$ cat src/rtl/prio_pkg.sv
// Shared constants and helpers for the registered priority encoder.
package prio_pkg;

    // Priority scheme selectors for the MODE parameter
    localparam int MODE_FIXED = 0;
    localparam int MODE_RR    = 1;

    // Widest request vector the onehot helper supports
    localparam int MAX_N = 64;

    // One-hot decode of an index; callers cast the result down to their own width
    function automatic logic [MAX_N-1:0] onehot(input logic [31:0] idx);
        return MAX_N'(1) << idx;
    endfunction

endpackage

$ cat src/rtl/prio_find.sv
// Combinational find-first-set searching downward from a start position,
// wrapping from bit 0 back to bit N-1.
module prio_find #(
    parameter int N = 8,
    parameter int W = $clog2(N)
) (
    input  logic [N-1:0] vec,
    input  logic [W-1:0] start,
    output logic         found,
    output logic [W-1:0] idx
);

    // Two copies side by side let a plain downward scan cover the wrap-around
    logic [2*N-1:0] dbl;
    logic [W:0]     pos;
    localparam logic [W:0] N_W1 = (W+1)'(N);

    assign dbl = {vec, vec};

    // Scan positions start+N down to start+1 in the doubled vector; first hit wins
    always_comb begin
        found = 1'b0;
        idx   = '0;
        pos   = '0;
        for (int i = 0; i < N; i++) begin
            pos = {1'b0, start} + (W+1)'(N - i);
            if (!found && dbl[pos]) begin
                found = 1'b1;
                idx   = (pos >= N_W1) ? W'(pos - N_W1) : pos[W-1:0];
            end
        end
    end

endmodule

$ cat src/rtl/prio_encoder_rr.sv
// Registered N-request priority encoder with pending latch, selection mask
// and a valid/ready output; fixed or round-robin priority.
module prio_encoder_rr
    import prio_pkg::*;
#(
    parameter int N    = 8,
    parameter int MODE = MODE_FIXED,
    parameter int EDGE = 1,
    localparam int W   = $clog2(N)
) (
    input  logic         clk,
    input  logic         rst_n,
    input  logic [N-1:0] req_i,
    input  logic [N-1:0] mask_i,
    input  logic         out_ready,
    output logic         out_valid,
    output logic [W-1:0] out_idx,
    output logic [N-1:0] pending_o
);

    logic [N-1:0] req_q;
    logic [N-1:0] pending;
    logic [N-1:0] set_vec;
    logic [N-1:0] clr_vec;
    logic [N-1:0] pend_kept;
    logic [N-1:0] cand_next;
    logic         transfer;
    logic [W-1:0] rr_ptr;
    logic [W-1:0] ptr_eff;
    logic [W-1:0] start;
    logic         found;
    logic [W-1:0] sel_idx;

    assign pending_o = pending;

    // Capture, clear and next-candidate computation, plus the search start point
    always_comb begin
        set_vec   = (EDGE != 0) ? (req_i & ~req_q) : req_i;
        transfer  = out_valid && out_ready;
        clr_vec   = transfer ? N'(onehot(32'(out_idx))) : '0;
        pend_kept = pending & ~clr_vec;
        cand_next = pend_kept & mask_i;
        ptr_eff   = transfer ? out_idx : rr_ptr;
        if (MODE == MODE_RR) begin
            start = (ptr_eff == '0) ? W'(N - 1) : ptr_eff - W'(1);
        end else begin
            start = W'(N - 1);
        end
    end

    prio_find #(
        .N (N),
        .W (W)
    ) u_find (
        .vec   (cand_next),
        .start (start),
        .found (found),
        .idx   (sel_idx)
    );

    // State update: pending latch, output register (held while stalled) and rr pointer
    always_ff @(posedge clk) begin
        if (!rst_n) begin
            req_q     <= '0;
            pending   <= '0;
            out_valid <= 1'b0;
            out_idx   <= '0;
            rr_ptr    <= '0;
        end else begin
            req_q   <= req_i;
            pending <= pend_kept | set_vec;
            if (!out_valid || out_ready) begin
                out_valid <= found;
                if (found) begin
                    out_idx <= sel_idx;
                end
            end
            if (transfer) begin
                rr_ptr <= out_idx;
            end
        end
    end

endmodule

$ cat config.mk
export PLATFORM = sky130hd
export DESIGN_NAME = prio_encoder_rr
export DESIGN_NICKNAME = d
export VERILOG_FILES = /design/src/rtl/prio_pkg.sv /design/src/rtl/prio_find.sv /design/src/rtl/prio_encoder_rr.sv
export SDC_FILE = /design/constraint.sdc
export NUM_CORES = 1
export LEC_CHECK = 0
export CORE_UTILIZATION = 46
export DETAILED_ROUTE_END_ITERATION = 12
export PLACE_DENSITY = 0.9
export SLEW_MARGIN = 20
export SYNTH_ARGS = -nofsm -noshare
export SYNTH_HDL_FRONTEND = slang
export SYNTH_SLANG_ARGS = --single-unit
$ cat constraint.sdc
create_clock -name clk -period 2.6 [get_ports clk]
set_input_delay 0.52 -clock clk [delete_from_list [all_inputs] [get_ports clk]]
set_output_delay 0.52 -clock clk [all_outputs]
set_load 0.05 [all_outputs]
==> metrics.txt, run 1 <==
# TYPE chip_impl_metric gauge
chip_impl_metric{name="peakVddDrop",unit="uV"} 373
chip_impl_metric{name="grt_first_pass_wirelength",unit="um"} 3220
chip_impl_metric{name="placement.cell_area",unit="um^2"} 1200
chip_impl_metric{name="total_power",unit="mW"} 0.751
chip_impl_metric{name="placement_rows",unit=""} 15
chip_impl_metric{name="sequentialPowerShare",unit="%"} 46.9
chip_impl_metric{name="gp_congestion",unit=""} 0.788
chip_impl_metric{name="synth-seq-cells",unit=""} 20
chip_impl_metric{name="die_w",unit="um"} 45.2
chip_impl_metric{name="worstHoldPathCells",unit=""} 2
chip_impl_metric{name="placedCellCount",unit=""} 145
chip_impl_info{name="worstReg2RegStart",value="out_idx[2]"} 1
chip_impl_info{name="timing.critical_path.from_type",value="register"} 1
chip_impl_info{name="worstSetupStartpoint",value="out_idx[0]"} 1
chip_impl_info{name="status",value="finished, final reports clean"} 1
chip_impl_metric{name="ctsHoldBuffers",unit=""} 0
chip_impl_info{name="worstPathCellList",value="clkdlybuf4s50_1"} 1
chip_impl_metric{name="path_clk_slew",unit="ns"} 0.12
chip_impl_metric{name="final_min_period_over_clock_period",unit="%"} 84.4
chip_impl_metric{name="power.internal",unit="mW"} 0.508
chip_impl_metric{name="insertedDiodeCount",unit=""} 0
chip_impl_metric{name="routed_wire_length_per_instance",unit="um"} 13.6
chip_impl_info{name="synth_area_leader_cell",value="sky130_fd_sc_hd__dfxtp_1"} 1
chip_impl_metric{name="tritoncts_num_sinks",unit=""} 20
chip_impl_metric{name="grt_start_max_net_pins",unit=""} 13
chip_impl_info{name="worstSetupEndpointType",value="primary output"} 1
chip_impl_metric{name="clkPwrFrac",unit="%"} 24.8
chip_impl_metric{name="rr_worst_depth",unit=""} 5
chip_impl_metric{name="critPathBufInv",unit=""} 1
chip_impl_metric{name="fillCellCount",unit=""} 144
chip_impl_metric{name="port_buffers",unit=""} 30
chip_impl_info{name="largest_family_of_logic_cells_by_synthesized_area",value="compound AO/OA/AOI/OAI gates"} 1
chip_impl_metric{name="yosys_warnings",unit=""} 0
chip_impl_info{name="timing.hold.worst.class",value="reg -> reg"} 1
chip_impl_metric{name="drv_slew",unit=""} 0
chip_impl_metric{name="post-route-drc-count",unit=""} 0
chip_impl_metric{name="post_synth.cell_area_avg",unit="um^2"} 9.64
chip_impl_info{name="ys.flop_type",value="sky130_fd_sc_hd__dfxtp_1"} 1
chip_impl_metric{name="final-hold-violation-count",unit=""} 0
chip_impl_metric{name="synth_largest_type_area_fraction",unit="%"} 46.6
chip_impl_metric{name="relSlewSlack",unit="%"} 65.9
chip_impl_metric{name="switching_share",unit="%"} 32.3
chip_impl_metric{name="register_area",unit="um^2"} 400
chip_impl_info{name="cts_tree",value="yes"} 1
chip_impl_info{name="holdPathEnd",value="pending_o[3]"} 1
chip_impl_metric{name="synthSimpleGateAreaFrac",unit="%"} 21.6
chip_impl_metric{name="first_iter_violations",unit=""} 17
chip_impl_metric{name="timing.final.setup_violations",unit=""} 0
chip_impl_info{name="synth.most_common_cell",value="sky130_fd_sc_hd__dfxtp_1"} 1
chip_impl_metric{name="post-dp-hpwl",unit="um"} 1470
chip_impl_metric{name="period_minus_slack",unit="ns"} 2.19
chip_impl_metric{name="worst-path-max-fanout",unit=""} 9
chip_impl_metric{name="post_synth_fa_ha_maj_area_fraction",unit="%"} 0
chip_impl_info{name="setup.worst_path.class",value="reg -> out"} 1
chip_impl_metric{name="drt-pass1-iter-count",unit=""} 5
chip_impl_metric{name="power_per_cell_area",unit="nW/um^2"} 607
chip_impl_metric{name="netSwitchingPower",unit="mW"} 0.242
chip_impl_metric{name="finish.net_count",unit=""} 144
chip_impl_metric{name="mappedNetlistNets",unit=""} 108
chip_impl_info{name="r2r-end",value="out_valid"} 1
chip_impl_info{name="cts_root_buf",value="sky130_fd_sc_hd__clkbuf_4"} 1
chip_impl_metric{name="post-route-cell-area",unit="um^2"} 1240
chip_impl_metric{name="number_of_antenna_violations_at_the_first_check_in_global_routing",unit=""} 0
chip_impl_metric{name="drive_gt1_share",unit="%"} 9.68
chip_impl_metric{name="globalRouteTotalUtil",unit="%"} 22.5
chip_impl_metric{name="detail-route-antenna-nets",unit=""} 0
chip_impl_metric{name="mean_number_of_vias_per_cell",unit=""} 5.42
chip_impl_metric{name="synth_compound_area_share",unit="%"} 28.9
chip_impl_metric{name="wl",unit="um"} 2020
chip_impl_metric{name="fp.dieArea",unit="um^2"} 2040
chip_impl_metric{name="synth_edf_count",unit=""} 0
chip_impl_metric{name="critical_path.max_stage_delay",unit="ns"} 0.86
chip_impl_metric{name="first_global_vias",unit=""} 708
chip_impl_metric{name="power.static_leakage",unit="nW"} 0.491
chip_impl_metric{name="pwr-share-comb",unit="%"} 28.2
chip_impl_metric{name="final_cell_count_no_fill",unit=""} 149
chip_impl_info{name="synth_top_cells_by_area",value="sky130_fd_sc_hd__dfxtp_1, sky130_fd_sc_hd__nand2b_1, sky130_fd_sc_hd__and2_1, sky130_fd_sc_hd__a21oi_1, sky130_fd_sc_hd__o21ai_0"} 1
chip_impl_metric{name="via_count",unit=""} 808
chip_impl_info{name="critical_path.slowest_cell",value="sky130_fd_sc_hd__clkdlybuf4s50_1"} 1
chip_impl_metric{name="clock_latency",unit="ns"} 0.31
chip_impl_metric{name="pre_cts_ws",unit="ns"} 0.287
chip_impl_metric{name="drv_cap",unit=""} 0
chip_impl_metric{name="timing_worst_slew_pin_value",unit="ns"} 0.510
chip_impl_metric{name="ys_types",unit=""} 31
chip_impl_metric{name="io_pins",unit=""} 31
chip_impl_metric{name="die_height",unit="um"} 45.2
chip_impl_info{name="rsz0062_at_grt",value="no"} 1
chip_impl_metric{name="cts_post_setup_buffers_inserted",unit=""} 0
chip_impl_metric{name="max_freq",unit="MHz"} 456
chip_impl_metric{name="synth_mux_area_share",unit="%"} 1.17
chip_impl_metric{name="r2r_setup_slack",unit="ns"} 0.86
chip_impl_metric{name="synthXorXnorAreaFrac",unit="%"} 0
chip_impl_metric{name="clock_path_buffers",unit=""} 2
chip_impl_info{name="hold_path.startpoint",value="req_q[3]"} 1
chip_impl_metric{name="final_util",unit="%"} 70.9
chip_impl_metric{name="cts-buffers-inserted",unit=""} 3
chip_impl_metric{name="synth_seq_area_share",unit="%"} 46.6
chip_impl_metric{name="cts_max_level",unit=""} 1
chip_impl_metric{name="worst_path_arrival_time",unit="ns"} 1.67
chip_impl_metric{name="layout_stage_area_growth_over_the_synthesis_result",unit="%"} 44.2
chip_impl_metric{name="fp.coreArea",unit="um^2"} 1750
chip_impl_metric{name="initial_core_util",unit="%"} 49.2
chip_impl_metric{name="post_route_skew",unit="ns"} 0.00344
chip_impl_metric{name="syn-instance-count",unit=""} 89
chip_impl_metric{name="finalHoldWorstSlack",unit="ns"} 0.492
chip_impl_metric{name="timing.critical_path.required",unit="ns"} 2.08
chip_impl_metric{name="synth.cell_area",unit="um^2"} 858
chip_impl_info{name="cp_top_delay_family",value="buffers and inverters"} 1
chip_impl_info{name="ys_top_cells_by_count",value="sky130_fd_sc_hd__dfxtp_1, sky130_fd_sc_hd__nand2b_1, sky130_fd_sc_hd__a21oi_1, sky130_fd_sc_hd__and2_1, sky130_fd_sc_hd__o21ai_0"} 1
chip_impl_metric{name="total_negative_slack_for_setup_checks",unit="ns"} 0
chip_impl_metric{name="final_setup_margin",unit="ns"} 0.407
chip_impl_metric{name="postCtsResizedCells",unit=""} 0
chip_impl_metric{name="async_reset_ff_share",unit="%"} 0
chip_impl_metric{name="overflow",unit=""} 0
chip_impl_metric{name="multi_input_combinational_cell_area",unit="um^2"} 443
-- worst min-delay path, stage by stage (launching register included) --
cell and delay, ns:
sky130_fd_sc_hd__dfxtp_1 0.32, sky130_fd_sc_hd__nand2b_1 0.09, sky130_fd_sc_hd__a21oi_1 0.05
-- worst max-delay path by stage --
stage               cells past startpoint  slack, ns         end
floorplan                               5       0.69   out_valid
global placement                        6       0.31   out_valid
detailed placement                      6       0.29   out_valid
CTS                                     1       0.42  out_idx[0]
global route                            1       0.36  out_idx[1]
finish                                  1       0.41  out_idx[0]
-- layer usage --
layer	global-route usage [%]	wire length, um	up-vias	part of all wire (%)
li1	-	-	398	-
met1	30.2	960	372	48
met2	34.2	916	33	45
met3	4.80	110	5	5.4
met4	10.9	32	0	1.6
met5	0	0	-	0
-- power groups by stage --
stage | registers [mW] | clock network (mW) | logic, mW
after floorplan | 0.416 | 0 | 0.0688
after global placement | 0.359 | 0 | 0.206
after detailed placement | 0.359 | 0 | 0.210
after CTS | 0.352 | 0.187 | 0.212
after global routing | 0.356 | 0.200 | 0.225
final | 0.352 | 0.186 | 0.212
-- placed cells by master, fill, tap and decap left out --
cell type,count
sky130_fd_sc_hd__o311a_1,1
sky130_fd_sc_hd__a211oi_1,1
sky130_fd_sc_hd__a21oi_1,8
sky130_fd_sc_hd__o2111a_2,1
sky130_fd_sc_hd__clkbuf_4,3
sky130_fd_sc_hd__a21bo_1,1
sky130_fd_sc_hd__o211ai_2,1
sky130_fd_sc_hd__a221oi_1,1
sky130_fd_sc_hd__clkbuf_8,1
sky130_fd_sc_hd__o211a_1,2
sky130_fd_sc_hd__o21a_1,1
sky130_fd_sc_hd__a41oi_1,1
sky130_fd_sc_hd__and3_1,1
sky130_fd_sc_hd__clkdlybuf4s50_1,30
sky130_fd_sc_hd__nor3_1,1
sky130_fd_sc_hd__dfxtp_1,20
sky130_fd_sc_hd__and4bb_4,1
sky130_fd_sc_hd__o31ai_1,2
sky130_fd_sc_hd__mux2i_1,1
sky130_fd_sc_hd__a211o_1,1
sky130_fd_sc_hd__nand3_2,1
sky130_fd_sc_hd__o21ai_1,1
sky130_fd_sc_hd__inv_1,2
sky130_fd_sc_hd__a21oi_2,1
sky130_fd_sc_hd__and2b_2,1
sky130_fd_sc_hd__buf_4,2
sky130_fd_sc_hd__clkinv_1,1
sky130_fd_sc_hd__o211ai_1,4
sky130_fd_sc_hd__o21bai_1,1
sky130_fd_sc_hd__nand3b_1,1
sky130_fd_sc_hd__and2_1,8
sky130_fd_sc_hd__nand2b_1,10
sky130_fd_sc_hd__nand2_1,5
sky130_fd_sc_hd__o21ai_0,7
-- sequential cells by signal, summed over array words and instances, names as in the netlist --
signal     flops
out_idx        3
pending_o      8
req_q          8
out_valid      1
-- final cells by class --
type / count / share of cell area [%]
Multi-Input combinational cell: 65 / 35.8
Timing Repair Buffer: 32 / 25.5
Inverter: 3 / 0.910
Tap cell: 25 / 2.53
Clock buffer: 4 / 2.93
Sequential cell: 20 / 32.4
-- cell families after synthesis --
group           after synthesis
compound gates               35
mux                           1
buf+inv                       4
simple gates                 29
flops                        20
Power figures use the tool's default switching activity.
==> inputs of run 2 (changes only) <==
- CORE_UTILIZATION: 46 -> 38
- PLACE_DENSITY: 0.9 -> 0.81
- clock period: 2.6 -> 1.8 ns (I/O delays scaled with it)
==> metrics.txt, run 2 (same netlist as run 1, synthesis figures left out) <==
# TYPE chip_impl_metric gauge
chip_impl_metric{name="total_negative_slack_for_setup_checks",unit="ns"} 0
chip_impl_metric{name="post_route_skew",unit="ns"} 0.00382
chip_impl_info{name="setup.worst_path.class",value="reg -> reg"} 1
chip_impl_metric{name="globalRouteTotalUtil",unit="%"} 19.5
chip_impl_metric{name="via_count",unit=""} 857
chip_impl_metric{name="post-dp-hpwl",unit="um"} 1650
chip_impl_metric{name="die_w",unit="um"} 49.5
chip_impl_metric{name="insertedDiodeCount",unit=""} 0
chip_impl_metric{name="worst-path-max-fanout",unit=""} 8
chip_impl_metric{name="timing.critical_path.depth",unit=""} 5
chip_impl_metric{name="cts_max_level",unit=""} 1
chip_impl_metric{name="die_height",unit="um"} 49.5
chip_impl_metric{name="wl",unit="um"} 2180
chip_impl_metric{name="timing_worst_slew_pin_value",unit="ns"} 0.319
chip_impl_info{name="cts_root_buf",value="sky130_fd_sc_hd__clkbuf_4"} 1
chip_impl_metric{name="power.static_leakage",unit="nW"} 0.578
chip_impl_metric{name="gp_congestion",unit=""} 0.798
chip_impl_metric{name="first_iter_violations",unit=""} 11
chip_impl_info{name="timing.hold.worst.class",value="reg -> reg"} 1
chip_impl_metric{name="grt_start_max_net_pins",unit=""} 12
chip_impl_metric{name="io_pins",unit=""} 31
chip_impl_metric{name="worstHoldPathCells",unit=""} 2
chip_impl_metric{name="period_minus_slack",unit="ns"} 1.64
chip_impl_metric{name="drive_gt1_share",unit="%"} 30.7
chip_impl_info{name="cp_top_delay_family",value="simple AND/OR/NAND/NOR gates"} 1
chip_impl_metric{name="timing.final.setup_violations",unit=""} 0
chip_impl_metric{name="post-route-cell-area",unit="um^2"} 1330
chip_impl_metric{name="post-route-drc-count",unit=""} 0
chip_impl_metric{name="final-hold-violation-count",unit=""} 0
chip_impl_metric{name="final_min_period_over_clock_period",unit="%"} 91.1
chip_impl_metric{name="initial_core_util",unit="%"} 42.0
chip_impl_metric{name="finish.net_count",unit=""} 157
chip_impl_metric{name="grt_first_pass_wirelength",unit="um"} 3670
chip_impl_metric{name="relSlewSlack",unit="%"} 78.7
chip_impl_metric{name="clock_latency",unit="ns"} 0.30
chip_impl_metric{name="fillCellCount",unit=""} 179
chip_impl_metric{name="drv_cap",unit=""} 0
chip_impl_metric{name="critPathBufInv",unit=""} 0
chip_impl_metric{name="peakVddDrop",unit="uV"} 632
chip_impl_metric{name="fp.coreArea",unit="um^2"} 2040
chip_impl_info{name="timing.critical_path.from_type",value="register"} 1
chip_impl_metric{name="overflow",unit=""} 0
chip_impl_metric{name="rr_worst_depth",unit=""} 5
chip_impl_metric{name="clock_path_buffers",unit=""} 2
chip_impl_metric{name="tritoncts_num_sinks",unit=""} 20
chip_impl_info{name="layout.cells.most_common_list",value="sky130_fd_sc_hd__buf_4, sky130_fd_sc_hd__clkdlybuf4s50_1, sky130_fd_sc_hd__dfxtp_1"} 1
chip_impl_metric{name="fp.dieArea",unit="um^2"} 2450
chip_impl_info{name="worstSetupEndpointType",value="register"} 1
chip_impl_metric{name="first_global_vias",unit=""} 846
chip_impl_metric{name="placement_rows",unit=""} 16
chip_impl_info{name="cp_common_cell",value="sky130_fd_sc_hd__nand2_1"} 1
chip_impl_info{name="rsz0062_at_grt",value="no"} 1
chip_impl_metric{name="drv_slew",unit=""} 0
chip_impl_metric{name="layout_stage_area_growth_over_the_synthesis_result",unit="%"} 54.4
chip_impl_metric{name="port_buffers",unit=""} 30
chip_impl_metric{name="timing.critical_path.required",unit="ns"} 2.01
chip_impl_metric{name="drt-pass1-iter-count",unit=""} 4
chip_impl_metric{name="ctsHoldBuffers",unit=""} 0
chip_impl_info{name="cts_tree",value="yes"} 1
chip_impl_metric{name="routed_wire_length_per_instance",unit="um"} 13.3
chip_impl_info{name="layout.cells.most_common",value="sky130_fd_sc_hd__buf_4"} 1
chip_impl_metric{name="mean_number_of_vias_per_cell",unit=""} 5.23
chip_impl_metric{name="max_freq",unit="MHz"} 610
chip_impl_metric{name="detail-route-antenna-nets",unit=""} 0
chip_impl_metric{name="cts-buffers-inserted",unit=""} 3
chip_impl_metric{name="placement.cell_area",unit="um^2"} 1240
chip_impl_metric{name="path_clk_slew",unit="ns"} 0.11
chip_impl_metric{name="critical_path.max_stage_delay",unit="ns"} 0.52
chip_impl_metric{name="worst_path_arrival_time",unit="ns"} 1.85
chip_impl_metric{name="power_per_cell_area",unit="nW/um^2"} 830
chip_impl_metric{name="number_of_antenna_violations_at_the_first_check_in_global_routing",unit=""} 0
chip_impl_info{name="worstPathCellList",value="nand2_1, o211ai_1, and4bb_4, nand2_1, o21a_1"} 1
chip_impl_metric{name="final_util",unit="%"} 64.9
chip_impl_info{name="critical_path.slowest_cell",value="sky130_fd_sc_hd__dfxtp_1"} 1
chip_impl_info{name="status",value="finished, final reports clean"} 1
==> run 2: worst paths after layout <==
| kind | from | end | slack [ns] |
|---|---|---|---|
| worst min-delay path | out_idx[2] | out_idx[2] | 0.49 |
| worst max-delay path | out_idx[1] | out_valid | 0.16 |
| worst min register to register | out_idx[2] | out_idx[2] | 0.49 |
| worst max register to register | out_idx[1] | out_valid | 0.16 |
==> run 2: area by class of cell <==
cell class	instances	area, um^2	share of cell area (%)
Clock buffer	4	36.3	2.74
Inverter	3	11.3	0.850
Multi-Input combinational cell	65	454	34.3
Sequential cell	20	404	30.5
Tap cell	27	33.8	2.55
Timing Repair Buffer	45	385	29.1
==> run 2: metrics by stage <==
stage	hold slack, ns	power [mW]	worst slack, ns	std cells
2_1_floorplan	0.467	0.703	0.00975	89
3_3_place_gp	0.464	0.826	-0.255	156
3_5_place_dp	0.475	0.833	-0.331	156
4_1_cts	0.491	1.10	0.0224	163
5_1_grt	0.508	1.15	0.0497	164
6_report	0.488	1.10	0.159	164
==> run 2: report_power, final <==
part / leakage, nW / total (mW) / switching, mW / internal [mW]
Clock: 0.0210 / 0.261 / 0.137 / 0.123
Combinational: 0.390 / 0.325 / 0.179 / 0.146
Sequential: 0.167 / 0.514 / 0.0343 / 0.480
==> run 2: timing repair <==
item	4_1_cts	5_1_grt
setup buffers	3	1
endpoints found under the setup margin	2	4
cloned	0	0
resized for setup	1	2
pin swaps	1	3
hold endpoints to repair	0	0
==> run 2: worst min-delay path: cells and delay by family, from the launching register on <==
kind            cells  cell delay [ns]
flops               1             0.36
simple gates        1             0.06
compound gates      1             0.05
==> run 2: layer usage <==
metal / part of all wire [%] / GRT usage (%) / up-vias
li1: - / - / 426
met1: 40 / 21.9 / 401
met2: 53 / 36.3 / 30
met3: 6.9 / 6.17 / 0
met4: 0 / 2.86 / 0
met5: 0 / 0 / -
